===== src/rtl/maze_pkg.sv =====
// maze_pkg: maze map, VGA timing, colours and 7-segment decode shared by the maze game
package maze_pkg;
  typedef enum logic {PLAYING, WON} game_state_t;
  localparam logic [5:0][7:0] MAZE_ROWS = {8'h00, 8'hEE, 8'h08, 8'h73, 8'h18, 8'h42};
  localparam logic [2:0] START_X = 3'd0;
  localparam logic [2:0] START_Y = 3'd0;
  localparam logic [2:0] GOAL_X = 3'd7;
  localparam logic [2:0] GOAL_Y = 3'd5;
  localparam int H_VISIBLE = 640;
  localparam int H_SYNC_START = 656;
  localparam int H_SYNC_END = 752;
  localparam int H_TOTAL = 800;
  localparam int V_VISIBLE = 480;
  localparam int V_SYNC_START = 490;
  localparam int V_SYNC_END = 492;
  localparam int V_TOTAL = 525;
  localparam logic [23:0] COL_BLACK = 24'h000000;
  localparam logic [23:0] COL_PLAYER = 24'hFF0000;
  localparam logic [23:0] COL_GOAL = 24'h00FF00;
  localparam logic [23:0] COL_WIN = 24'hFFFF00;
  localparam logic [23:0] COL_WALL = 24'h808080;
  localparam logic [9:0][6:0] SEG_LUT = {7'h10, 7'h00, 7'h78, 7'h02, 7'h12,
                                         7'h19, 7'h30, 7'h24, 7'h79, 7'h40};
  function automatic logic [6:0] seg7(input logic [3:0] d);
    return d > 4'd9 ? 7'h7F : SEG_LUT[d];
  endfunction
  function automatic logic is_wall(input logic [2:0] x, input logic [2:0] y);
    return y > 3'd5 ? 1'b1 : MAZE_ROWS[y][x];
  endfunction
endpackage


===== src/rtl/vga_timing.sv =====
// vga_timing: 25 MHz pixel enable, 640x480@60 counters, registered syncs and blank
module vga_timing
  import maze_pkg::*;
(
  input  logic       Clk,
  input  logic       Rst,
  output logic       pix_en,
  output logic [9:0] hcount,
  output logic [9:0] vcount,
  output logic       hsync,
  output logic       vsync,
  output logic       blank
);
  logic h_end, v_end;
  assign h_end = hcount == 10'(H_TOTAL - 1);
  assign v_end = vcount == 10'(V_TOTAL - 1);
  // enable toggles every clock; counters, syncs and blank move on its high phase
  always_ff @(posedge Clk or negedge Rst)
    if (!Rst) begin
      pix_en <= 1'b0;
      hcount <= '0;
      vcount <= '0;
      hsync <= 1'b1;
      vsync <= 1'b1;
      blank <= 1'b0;
    end else begin
      pix_en <= ~pix_en;
      if (pix_en) begin
        hcount <= h_end ? '0 : hcount + 10'd1;
        vcount <= h_end ? (v_end ? '0 : vcount + 10'd1) : vcount;
        hsync <= !(hcount >= 10'(H_SYNC_START) && hcount < 10'(H_SYNC_END));
        vsync <= !(vcount >= 10'(V_SYNC_START) && vcount < 10'(V_SYNC_END));
        blank <= hcount < 10'(H_VISIBLE) && vcount < 10'(V_VISIBLE);
      end
    end
endmodule


===== src/rtl/maze_top.sv =====
// maze_top: key-driven maze game with VGA rendering, BCD move counter and status LEDs
module maze_top
  import maze_pkg::*;
#(
  parameter int DEBOUNCE_CYCLES = 50000,
  parameter int CELL_PX = 80
) (
  input  logic       Clk,
  input  logic       Rst,
  input  logic [3:0] Keyboard,
  output logic [6:0] o_FND0,
  output logic [6:0] o_FND1,
  output logic [6:0] o_FND2,
  output logic [7:0] o_Red,
  output logic [7:0] o_Green,
  output logic [7:0] o_Blue,
  output logic       o_Clk,
  output logic       o_blank,
  output logic       o_hsync,
  output logic       o_vsync,
  output logic [1:0] o_LED0,
  output logic [3:0] o_LED1,
  output logic [3:0] o_LED2
);
  localparam int CW = $clog2(DEBOUNCE_CYCLES + 1);
  logic [3:0] key_meta, key_sync, key_cur, key_prev, pressed, tx, ty;
  logic [CW-1:0] tick_cnt;
  logic tick, sample_stb, accept, legal;
  logic [2:0] px, py;
  logic [3:0] d0, d1, d2;
  game_state_t state;
  logic pix_en, visible, in_maze, hit_player, hit_goal, hit_wall;
  logic [9:0] hcount, vcount, cell_x, cell_y;
  logic [23:0] colour, rgb;
  vga_timing u_vga (
    .Clk(Clk),
    .Rst(Rst),
    .pix_en(pix_en),
    .hcount(hcount),
    .vcount(vcount),
    .hsync(o_hsync),
    .vsync(o_vsync),
    .blank(o_blank)
  );
  assign o_Clk = pix_en;
  assign tick = tick_cnt == CW'(DEBOUNCE_CYCLES - 1);
  // synchronize keys and take a sample every debounce period; prev resets low so a held key needs a release
  always_ff @(posedge Clk or negedge Rst)
    if (!Rst) begin
      key_meta <= '0;
      key_sync <= '0;
      key_cur <= '0;
      key_prev <= '0;
      tick_cnt <= '0;
      sample_stb <= 1'b0;
    end else begin
      key_meta <= Keyboard;
      key_sync <= key_meta;
      tick_cnt <= tick ? '0 : tick_cnt + CW'(1);
      sample_stb <= tick;
      key_cur <= tick ? key_sync : key_cur;
      key_prev <= tick ? key_cur : key_prev;
    end
  assign pressed = ~key_cur;
  assign accept = sample_stb && state == PLAYING && key_prev == 4'hF && $onehot(pressed);
  assign tx = pressed[0] ? {1'b0, px} + 4'd1 : pressed[2] ? {1'b0, px} - 4'd1 : {1'b0, px};
  assign ty = pressed[1] ? {1'b0, py} + 4'd1 : pressed[3] ? {1'b0, py} - 4'd1 : {1'b0, py};
  assign legal = tx < 4'd8 && ty < 4'd6 && !is_wall(tx[2:0], ty[2:0]);
  // game FSM: move on a legal press, count moves in BCD saturating at 999, latch win at the goal
  always_ff @(posedge Clk or negedge Rst)
    if (!Rst) begin
      state <= PLAYING;
      px <= START_X;
      py <= START_Y;
      d0 <= '0;
      d1 <= '0;
      d2 <= '0;
    end else if (accept && legal) begin
      px <= tx[2:0];
      py <= ty[2:0];
      state <= (tx[2:0] == GOAL_X && ty[2:0] == GOAL_Y) ? WON : state;
      if (!(d2 == 4'd9 && d1 == 4'd9 && d0 == 4'd9)) begin
        d0 <= d0 == 4'd9 ? 4'd0 : d0 + 4'd1;
        d1 <= d0 == 4'd9 ? (d1 == 4'd9 ? 4'd0 : d1 + 4'd1) : d1;
        d2 <= (d0 == 4'd9 && d1 == 4'd9) ? d2 + 4'd1 : d2;
      end
    end
  // displays and LEDs follow the game state one clock later
  always_ff @(posedge Clk or negedge Rst)
    if (!Rst) begin
      o_FND0 <= 7'b1000000;
      o_FND1 <= 7'b1000000;
      o_FND2 <= 7'b1000000;
      o_LED0 <= 2'b01;
      o_LED1 <= '0;
      o_LED2 <= '0;
    end else begin
      o_FND0 <= seg7(d0);
      o_FND1 <= seg7(d1);
      o_FND2 <= seg7(d2);
      o_LED0 <= {state == WON, state == PLAYING};
      o_LED1 <= {1'b0, px};
      o_LED2 <= {1'b0, py};
    end
  assign cell_x = hcount / 10'(CELL_PX);
  assign cell_y = vcount / 10'(CELL_PX);
  assign visible = hcount < 10'(H_VISIBLE) && vcount < 10'(V_VISIBLE);
  assign in_maze = cell_x < 10'd8 && cell_y < 10'd6;
  assign hit_player = cell_x == 10'(px) && cell_y == 10'(py);
  assign hit_goal = cell_x == 10'(GOAL_X) && cell_y == 10'(GOAL_Y);
  assign hit_wall = in_maze && is_wall(cell_x[2:0], cell_y[2:0]);
  assign colour = !visible ? COL_BLACK :
                  (hit_player || hit_goal) ? (state == WON ? COL_WIN : hit_player ? COL_PLAYER : COL_GOAL) :
                  hit_wall ? COL_WALL : COL_BLACK;
  // pixel colour registered on the same enable as the syncs to keep them aligned
  always_ff @(posedge Clk or negedge Rst)
    if (!Rst) rgb <= '0;
    else if (pix_en) rgb <= colour;
  assign {o_Red, o_Green, o_Blue} = rgb;
endmodule


===== config.mk =====
export PLATFORM = sky130hd
export DESIGN_NAME = maze_top
export DESIGN_NICKNAME = d
export VERILOG_FILES = /design/src/rtl/maze_pkg.sv /design/src/rtl/vga_timing.sv /design/src/rtl/maze_top.sv
export SDC_FILE = /design/constraint.sdc
export NUM_CORES = 1
export LEC_CHECK = 0
export BUFFER_PORTS_ARGS = -buffer_cell sky130_fd_sc_hd__buf_4
export CORE_ASPECT_RATIO = 0.5
export CORE_MARGIN = 1
export CORE_UTILIZATION = 55
export CTS_CLUSTER_SIZE = 10
export DETAILED_ROUTE_END_ITERATION = 6
export PLACE_DENSITY = 0.75
export REMOVE_ABC_BUFFERS = 1
export SETUP_SLACK_MARGIN = 0.5
export SYNTH_ARGS = -nofsm -noshare
export SYNTH_HDL_FRONTEND = slang
export SYNTH_SLANG_ARGS = --single-unit

===== constraint.sdc =====
create_clock -name Clk -period 4.9 [get_ports Clk]
set_clock_uncertainty 0.15 [all_clocks]
set_input_delay 0.245 -clock Clk [delete_from_list [all_inputs] [get_ports Clk]]
set_output_delay 0.245 -clock Clk [all_outputs]
set_load 0.05 [all_outputs]

==> results.ini, run 1 <==
[yosys]
syn_avg_cell_area_sq_um = 9.24
ys_seq_elements = 110
netlist_area_sq_um = 6280
synth_enable_flop_cells = 0
yosysTopAreaCellShare = 0.415
synthCells = 679
yosysWarnings = 0
synth.distinct_cells = 77
async_reset_ff_frac = 1.00
yosysSeqAreaShare = 0.440
synth_flop_cell = dfrtp_1
yosysTopAreaCell = dfrtp_1
synthTopCellsByArea = dfrtp_1 (41%), ha_1 (7.0%), nand2_1 (4.5%)

[timing]
finalCriticalPeriod_ns = 3.80
hold_viol_final = 0
fin_crit_sh = 0.775
relSlewSlack = 0.326
setup_viol = 0
rsz0062_at_grt = no
fmax_mhz = 263
holdWs_ns = 0.206
tightest_slew_ns = 1.01
tns_ns = 0
slew_violations = 0

[drt]
route.detailed.drc = 0
via_per_inst = 5.47
drtPass1Iterations = 5
drt-total-wl_mm = 11.9
vias = 4697
final_antenna_net_count = 0
dr.max_layer_used = met4
wl_met2_mm = 5.62
met3_length_microns = 351
drt-initial-drc-count = 191
wl_per_cell_microns = 13.9
wl_met1_mm = 5.84

[worst_setup_path]
rrSetupSlack_ns = 1.10
cp_max_fo = 22
path_cells = inv_1 -> ha_1 -> and3b_1 -> o21a_1 -> nor2_1 -> inv_1 -> ha_1 -> or3b_1 -> a21oi_1 -> o311a_1 -> a2111oi_0 -> a311o_2 -> or3_1 -> nand2_1 -> o41ai_1
critical_path.endpoint = d1[0]
max_stage_delay_ns = 0.54
arrival_ns = 3.88
path_delay_family = simple AND/OR/NAND/NOR gates
cp.required_ns = 4.98
worst-path-buf-inv = 2
start_kind = flop
critPathKind = reg -> reg
r2r_end = d1[0]
startpoint = py[0]
cp.depth = 15
rr_worst_depth = 15
r2r_start = py[0]
endpoint_kind = flop
slowest_stage = a311o_2

[final_layout]
syn2layout_area_growth_pct = 10.7
final_cell_mix = dfrtp_1 (104), nand2_1 (75), nor2_1 (73)
instances_no_fill = 859
final_core_util = 0.629
antenna_cells = 0
drive_gt1_frac = 0.140
num-fill-cells = 906
nets = 751
fin_area_sq_um = 6950
mostFrequentLayoutCell = dfrtp_1

[floorplan]
start_util = 0.568
die-height_microns = 77.5
rows = 27
core_region_area_sq_um = 11000
io_pins = 65
dieArea_sq_um = 11900
dieWidth_microns = 153

[place]
dp_hpwl_mm = 8.26
place.gp.congestion = 0.869
numPortBuffers = 55
dpl_cell_area_sq_um = 6580
dp.cells = 838

[pwr]
power.density_nw_per_um2 = 246
p_leak_nw = 3.18
ir_drop_v = 0.000162

[global_route]
grt_pass1_vias = 4355
grt_antenna_before_repair = 0
grt_max_degree = 81
grt_pass1_wl_mm = 20.7
gr-total-overflow = 0
track_usage = 0.214

[status]
status = complete, no violations

[clock_network]
cts_made_buffers = 9
cts_tree = yes
h-tree-depth = 3
cts_root_buf = clkbuf_16
cts.sinks = 110
cts_buffer_depth = 2
clk_pin_slew_ns = 0.08
clk_latency_ns = 0.35

[run]
drv_cap = 0

[hold_path]
hold_class = reg -> reg

[final cells by class]
| type | count | area (sq um) | share of cell area |
|---|---|---|---|
| Clock buffer | 9 | 225 | 0.0324 |
| Tap cell | 145 | 181 | 0.0261 |
| Clock inverter | 7 | 88.8 | 0.0128 |
| Timing Repair Buffer | 62 | 478 | 0.0688 |
| Sequential cell | 110 | 2760 | 0.397 |
| Inverter | 48 | 180 | 0.0259 |
| Multi-Input combinational cell | 478 | 3030 | 0.437 |
[where the power goes]
| part | internal [W] | switching, W |
|---|---|---|
| combinational | 0.00000561 | 0.0000325 |
| clock | 0.000409 | 0.000349 |
| sequential | 0.000910 | 0.00000107 |
| total | 0.00133 | 0.000383 |
[registers in the layout, indices dropped and copies added (netlist names), 2 cells and up]
signal	cells
d1	4
tick_cnt	16
u_vga.hcount	10
o_LED2	3
o_FND2	7
d2	4
key_meta	4
u_vga.vcount	10
o_FND1	7
o_FND0	7
key_prev	4
d0	4
key_cur	4
o_LED1	3
px	3
key_sync	4
py	3
rgb	5
o_LED0	2
[repair_timing]
item	4_1_cts	5_1_grt
endpoints found under the setup margin	0	1
hold buffers	5	0
resized for setup	0	1
buffers inserted	0	0
hold endpoints to repair	79	0
[per-stage QoR]
step                      total power [W]  setup slack (ns)
after CTS                         0.00173             0.867
final                             0.00171              1.10
after floorplan                  0.000944              1.36
after global placement           0.000966              1.01
after detailed placement         0.000966             0.892
after global routing              0.00177             0.780
[worst min-delay path by stage]
| stage | from | endpoint | cells past startpoint |
|---|---|---|---|
| global route | key_meta[1] | key_sync[1] | 0 |
| global placement | key_meta[1] | key_sync[1] | 0 |
| finish | key_meta[1] | key_sync[1] | 0 |
| detailed placement | key_meta[1] | key_sync[1] | 0 |
| CTS | key_meta[1] | key_sync[1] | 0 |
| floorplan | Rst | d0[0] | 0 |
[logic make-up (layout without fill, tap and decap cells)]
| kind of cell | Yosys count | after routing | synth area share |
|---|---|---|---|
| multiplexers | 8 | 8 | 0.0136 |
| AO/OA/AOI/OAI | 140 | 140 | 0.148 |
| adder cells (fa/ha/maj) | 37 | 37 | 0.0748 |
| buffers and inverters | 99 | 126 | 0.0819 |
| other | 1 | 9 | 0.000598 |
| flip-flops | 110 | 110 | 0.440 |
| AND/OR/NAND/NOR | 246 | 246 | 0.189 |
| XOR/XNOR | 38 | 38 | 0.0530 |
[metal layers]
metal,global-route usage,up-vias
met3,0.0436,10
met4,0.0545,0
li1,-,2362
met5,0,-
met1,0.291,2261
met2,0.353,64
[Yosys cell counts (5+ instances only)]
master,number
nor3_1,10
buf_2,6
a21oi_1,30
nor4_1,5
xnor2_1,28
inv_1,46
o21ai_0,41
clkbuf_1,12
nand3_1,19
buf_6,6
a31oi_1,9
dfrtp_1,104
nor2b_1,5
nor2_1,73
ha_1,35
nand2b_1,7
a21o_1,5
nand4_1,15
nand2_1,75
xor2_1,10
buf_4,24
and3_1,7
dfstp_2,6
[worst register-to-register path, stage by stage, from the launching register on]
cell and delay (ns):
dfrtp_1 0.43, inv_1 0.13, ha_1 0.21, and3b_1 0.19, o21a_1 0.18, nor2_1 0.17, inv_1 0.12, ha_1 0.25
or3b_1 0.36, a21oi_1 0.15, o311a_1 0.17, a2111oi_0 0.06, a311o_2 0.54, or3_1 0.44, nand2_1 0.08, o41ai_1 0.06
Note: power is estimated with default switching activity, not from simulation.
==> inputs of run 2 (changes only) <==
==> constraint.sdc (replaced) <==
create_clock -name Clk -period 3.7 [get_ports Clk]
set_clock_uncertainty 0.15 [all_clocks]
set_input_delay 0.185 -clock Clk [delete_from_list [all_inputs] [get_ports Clk]]
set_output_delay 0.185 -clock Clk [all_outputs]
set_load 0.05 [all_outputs]
==> results.ini, run 2 (synthesis results as in run 1) <==
[worst_setup_path]
slowest_stage = a311o_2
worst-path-buf-inv = 2  ; unchanged
max_stage_delay_ns = 0.45  ; -0.09 ns
cp.required_ns = 3.78  ; -1.20 ns
crit_top_cell = inv_2
rr_worst_depth = 15  ; unchanged
cp.depth = 15  ; unchanged
start_kind = flop
path_delay_family = simple AND/OR/NAND/NOR gates
endpoint_kind = flop
cp_max_fo = 5  ; -77%
critPathKind = reg -> reg
arrival_ns = 3.49  ; -0.39 ns
path_cells = inv_2 -> ha_2 -> and3b_1 -> o21a_1 -> nor2_2 -> inv_2 -> ha_4 -> or3b_1 -> a21oi_2 -> o311a_1 -> a2111oi_4 -> a311o_2 -> or3_4 -> nand2_2 -> o41ai_2

[clock_network]
cts_buffer_depth = 2  ; unchanged
cts_tree = yes
cts_made_buffers = 9  ; unchanged
cts_root_buf = clkbuf_16
clk_pin_slew_ns = 0.08  ; about the same
cts.sinks = 110  ; unchanged
h-tree-depth = 3  ; unchanged
clk_latency_ns = 0.35  ; about the same

[final_layout]
final_cell_mix = dfrtp_1 (103), buf_4 (84), nand2_1 (73)
largestRegisters = tick_cnt: 16 flops, u_vga.hcount: 10 flops, u_vga.vcount: 10 flops
drive_gt1_frac = 0.213  ; +0.0728
antenna_cells = 0  ; unchanged
fin_area_sq_um = 7350  ; +5.9%
largest_register_ffs = 16  ; unchanged
syn2layout_area_growth_pct = 17.2
nets = 784  ; +4.4%
num-fill-cells = 854  ; -5.7%
mostFrequentLayoutCell = dfrtp_1
largest_register = tick_cnt

[drt]
drt-initial-drc-count = 277  ; +45%
vias = 4963  ; +5.7%
route.detailed.drc = 0  ; unchanged
wl_per_cell_microns = 14.8  ; +6.9%
drt-total-wl_mm = 13.2  ; +11%
drtPass1Iterations = 4  ; -1
via_per_inst = 5.56  ; +1.8%
final_antenna_net_count = 0  ; unchanged

[timing]
setup_viol = 0  ; unchanged
finalCriticalPeriod_ns = 3.41  ; -0.389 ns
fin_crit_sh = 0.921  ; +0.146
slew_violations = 0  ; unchanged
tightest_slew_ns = 0.843  ; -0.167 ns
tns_ns = 0  ; unchanged
rsz0062_at_grt = yes
fmax_mhz = 293  ; +11%
relSlewSlack = 0.438  ; +0.112
hold_viol_final = 0  ; unchanged

[pwr]
combPwrFrac = 0.024  ; +0.002
intPower_w = 0.00170  ; +28%
power.share.sequential = 0.553  ; +0.019
switching_share = 0.223  ; -0.000772
power.density_nw_per_um2 = 297  ; +21%
ir_drop_v = 0.000198  ; +22%
p_clk_frac = 0.424  ; -0.020
power_switching_w = 0.000488  ; +28%
p_leak_nw = 3.37  ; +5.8%

[floorplan]
dieArea_sq_um = 11900  ; unchanged
core_region_area_sq_um = 11000  ; unchanged
start_util = 0.568  ; unchanged
die-height_microns = 77.5  ; unchanged
dieWidth_microns = 153  ; unchanged
rows = 27  ; unchanged
io_pins = 65  ; unchanged

[place]
dpl_cell_area_sq_um = 6660  ; +1.3%
dp_hpwl_mm = 8.44  ; +2.2%
place.gp.congestion = 0.868  ; -0.20%
numPortBuffers = 55  ; unchanged

[global_route]
grt_util_met2 = 0.389  ; +0.0361
use_met3 = 0.0486  ; +0.00503
gr-total-overflow = 0  ; unchanged
grt_use_met1 = 0.300  ; +0.00848
grt_pass1_vias = 4690  ; +7.7%
grt_antenna_before_repair = 0  ; unchanged
grt_max_degree = 68  ; -16%
grt_pass1_wl_mm = 22.0  ; +6.3%
top_usage_layer = met2
track_usage = 0.230  ; +0.0156

[hold_path]
worstHoldPathCells = 0  ; unchanged
hold_class = reg -> reg

[status]
status = complete, no violations

[run]
drv_cap = 0  ; unchanged

==> run 2: final timing paths <==
kind | to | startpoint | slack, ns
max in group asynchronous | u_vga.vsync | Rst | 2.24
worst max-delay path | d1[0] | py[1] | 0.29
worst min register to register | key_sync[1] | key_meta[1] | 0.20
worst max register to register | d1[0] | py[1] | 0.29
min in group asynchronous | tick_cnt[13] | Rst | 0.32
worst min-delay path | key_sync[1] | key_meta[1] | 0.20
==> run 2: layout make-up <==
| class | instances | area (sq um) | share of cell area |
|---|---|---|---|
| clock buffer | 11 | 243 | 0.0330 |
| sequential | 110 | 2760 | 0.376 |
| tap | 145 | 181 | 0.0247 |
| inverter | 48 | 180 | 0.0245 |
| multi-input combinational | 479 | 3220 | 0.437 |
| timing repair buffer | 94 | 731 | 0.0994 |
| clock inverter | 5 | 40.0 | 0.00544 |
==> run 2: layer usage <==
| layer | part of all wire | up-vias |
|---|---|---|
| met3 | 0.035 | 21 |
| met4 | 0.015 | 0 |
| met1 | 0.46 | 2396 |
| met2 | 0.49 | 110 |
| met5 | 0 | - |
| li1 | - | 2436 |
==> run 2: power by group through the flow <==
stage	Clock (W)	Combinational (W)	Sequential [W]
finish	0.000926	0.0000521	0.00121
global route	0.000996	0.0000582	0.00121
CTS	0.000944	0.0000540	0.00121
detailed placement	0	0.0000497	0.00123
global placement	0	0.0000491	0.00123
floorplan	0	0.0000198	0.00123
==> run 2: stage by stage <==
step / setup slack [ns] / std cells / total power, W / utilization / hold WS [ns]
floorplan: 0.157 / 636 / 0.00125 / - / -0.261
global placement: 0.160 / 849 / 0.00128 / 0.603 / 0.145
detailed placement: 0.0905 / 849 / 0.00128 / 0.603 / 0.146
CTS: 0.385 / 881 / 0.00221 / 0.648 / 0.207
global route: 0.147 / 892 / 0.00226 / 0.666 / 0.208
finish: 0.290 / 892 / 0.00219 / 0.666 / 0.205
==> run 2: timing repair <==
| action | 4_1_cts | 5_1_grt |
|---|---|---|
| pin swaps | 11 | 17 |
| resized for setup | 21 | 24 |
| buffers inserted | 9 | 11 |
| cloned | 2 | 0 |
| setup endpoints to repair | 19 | 19 |
| hold buffers | 5 | 0 |
| hold endpoints to repair | 65 | 0 |
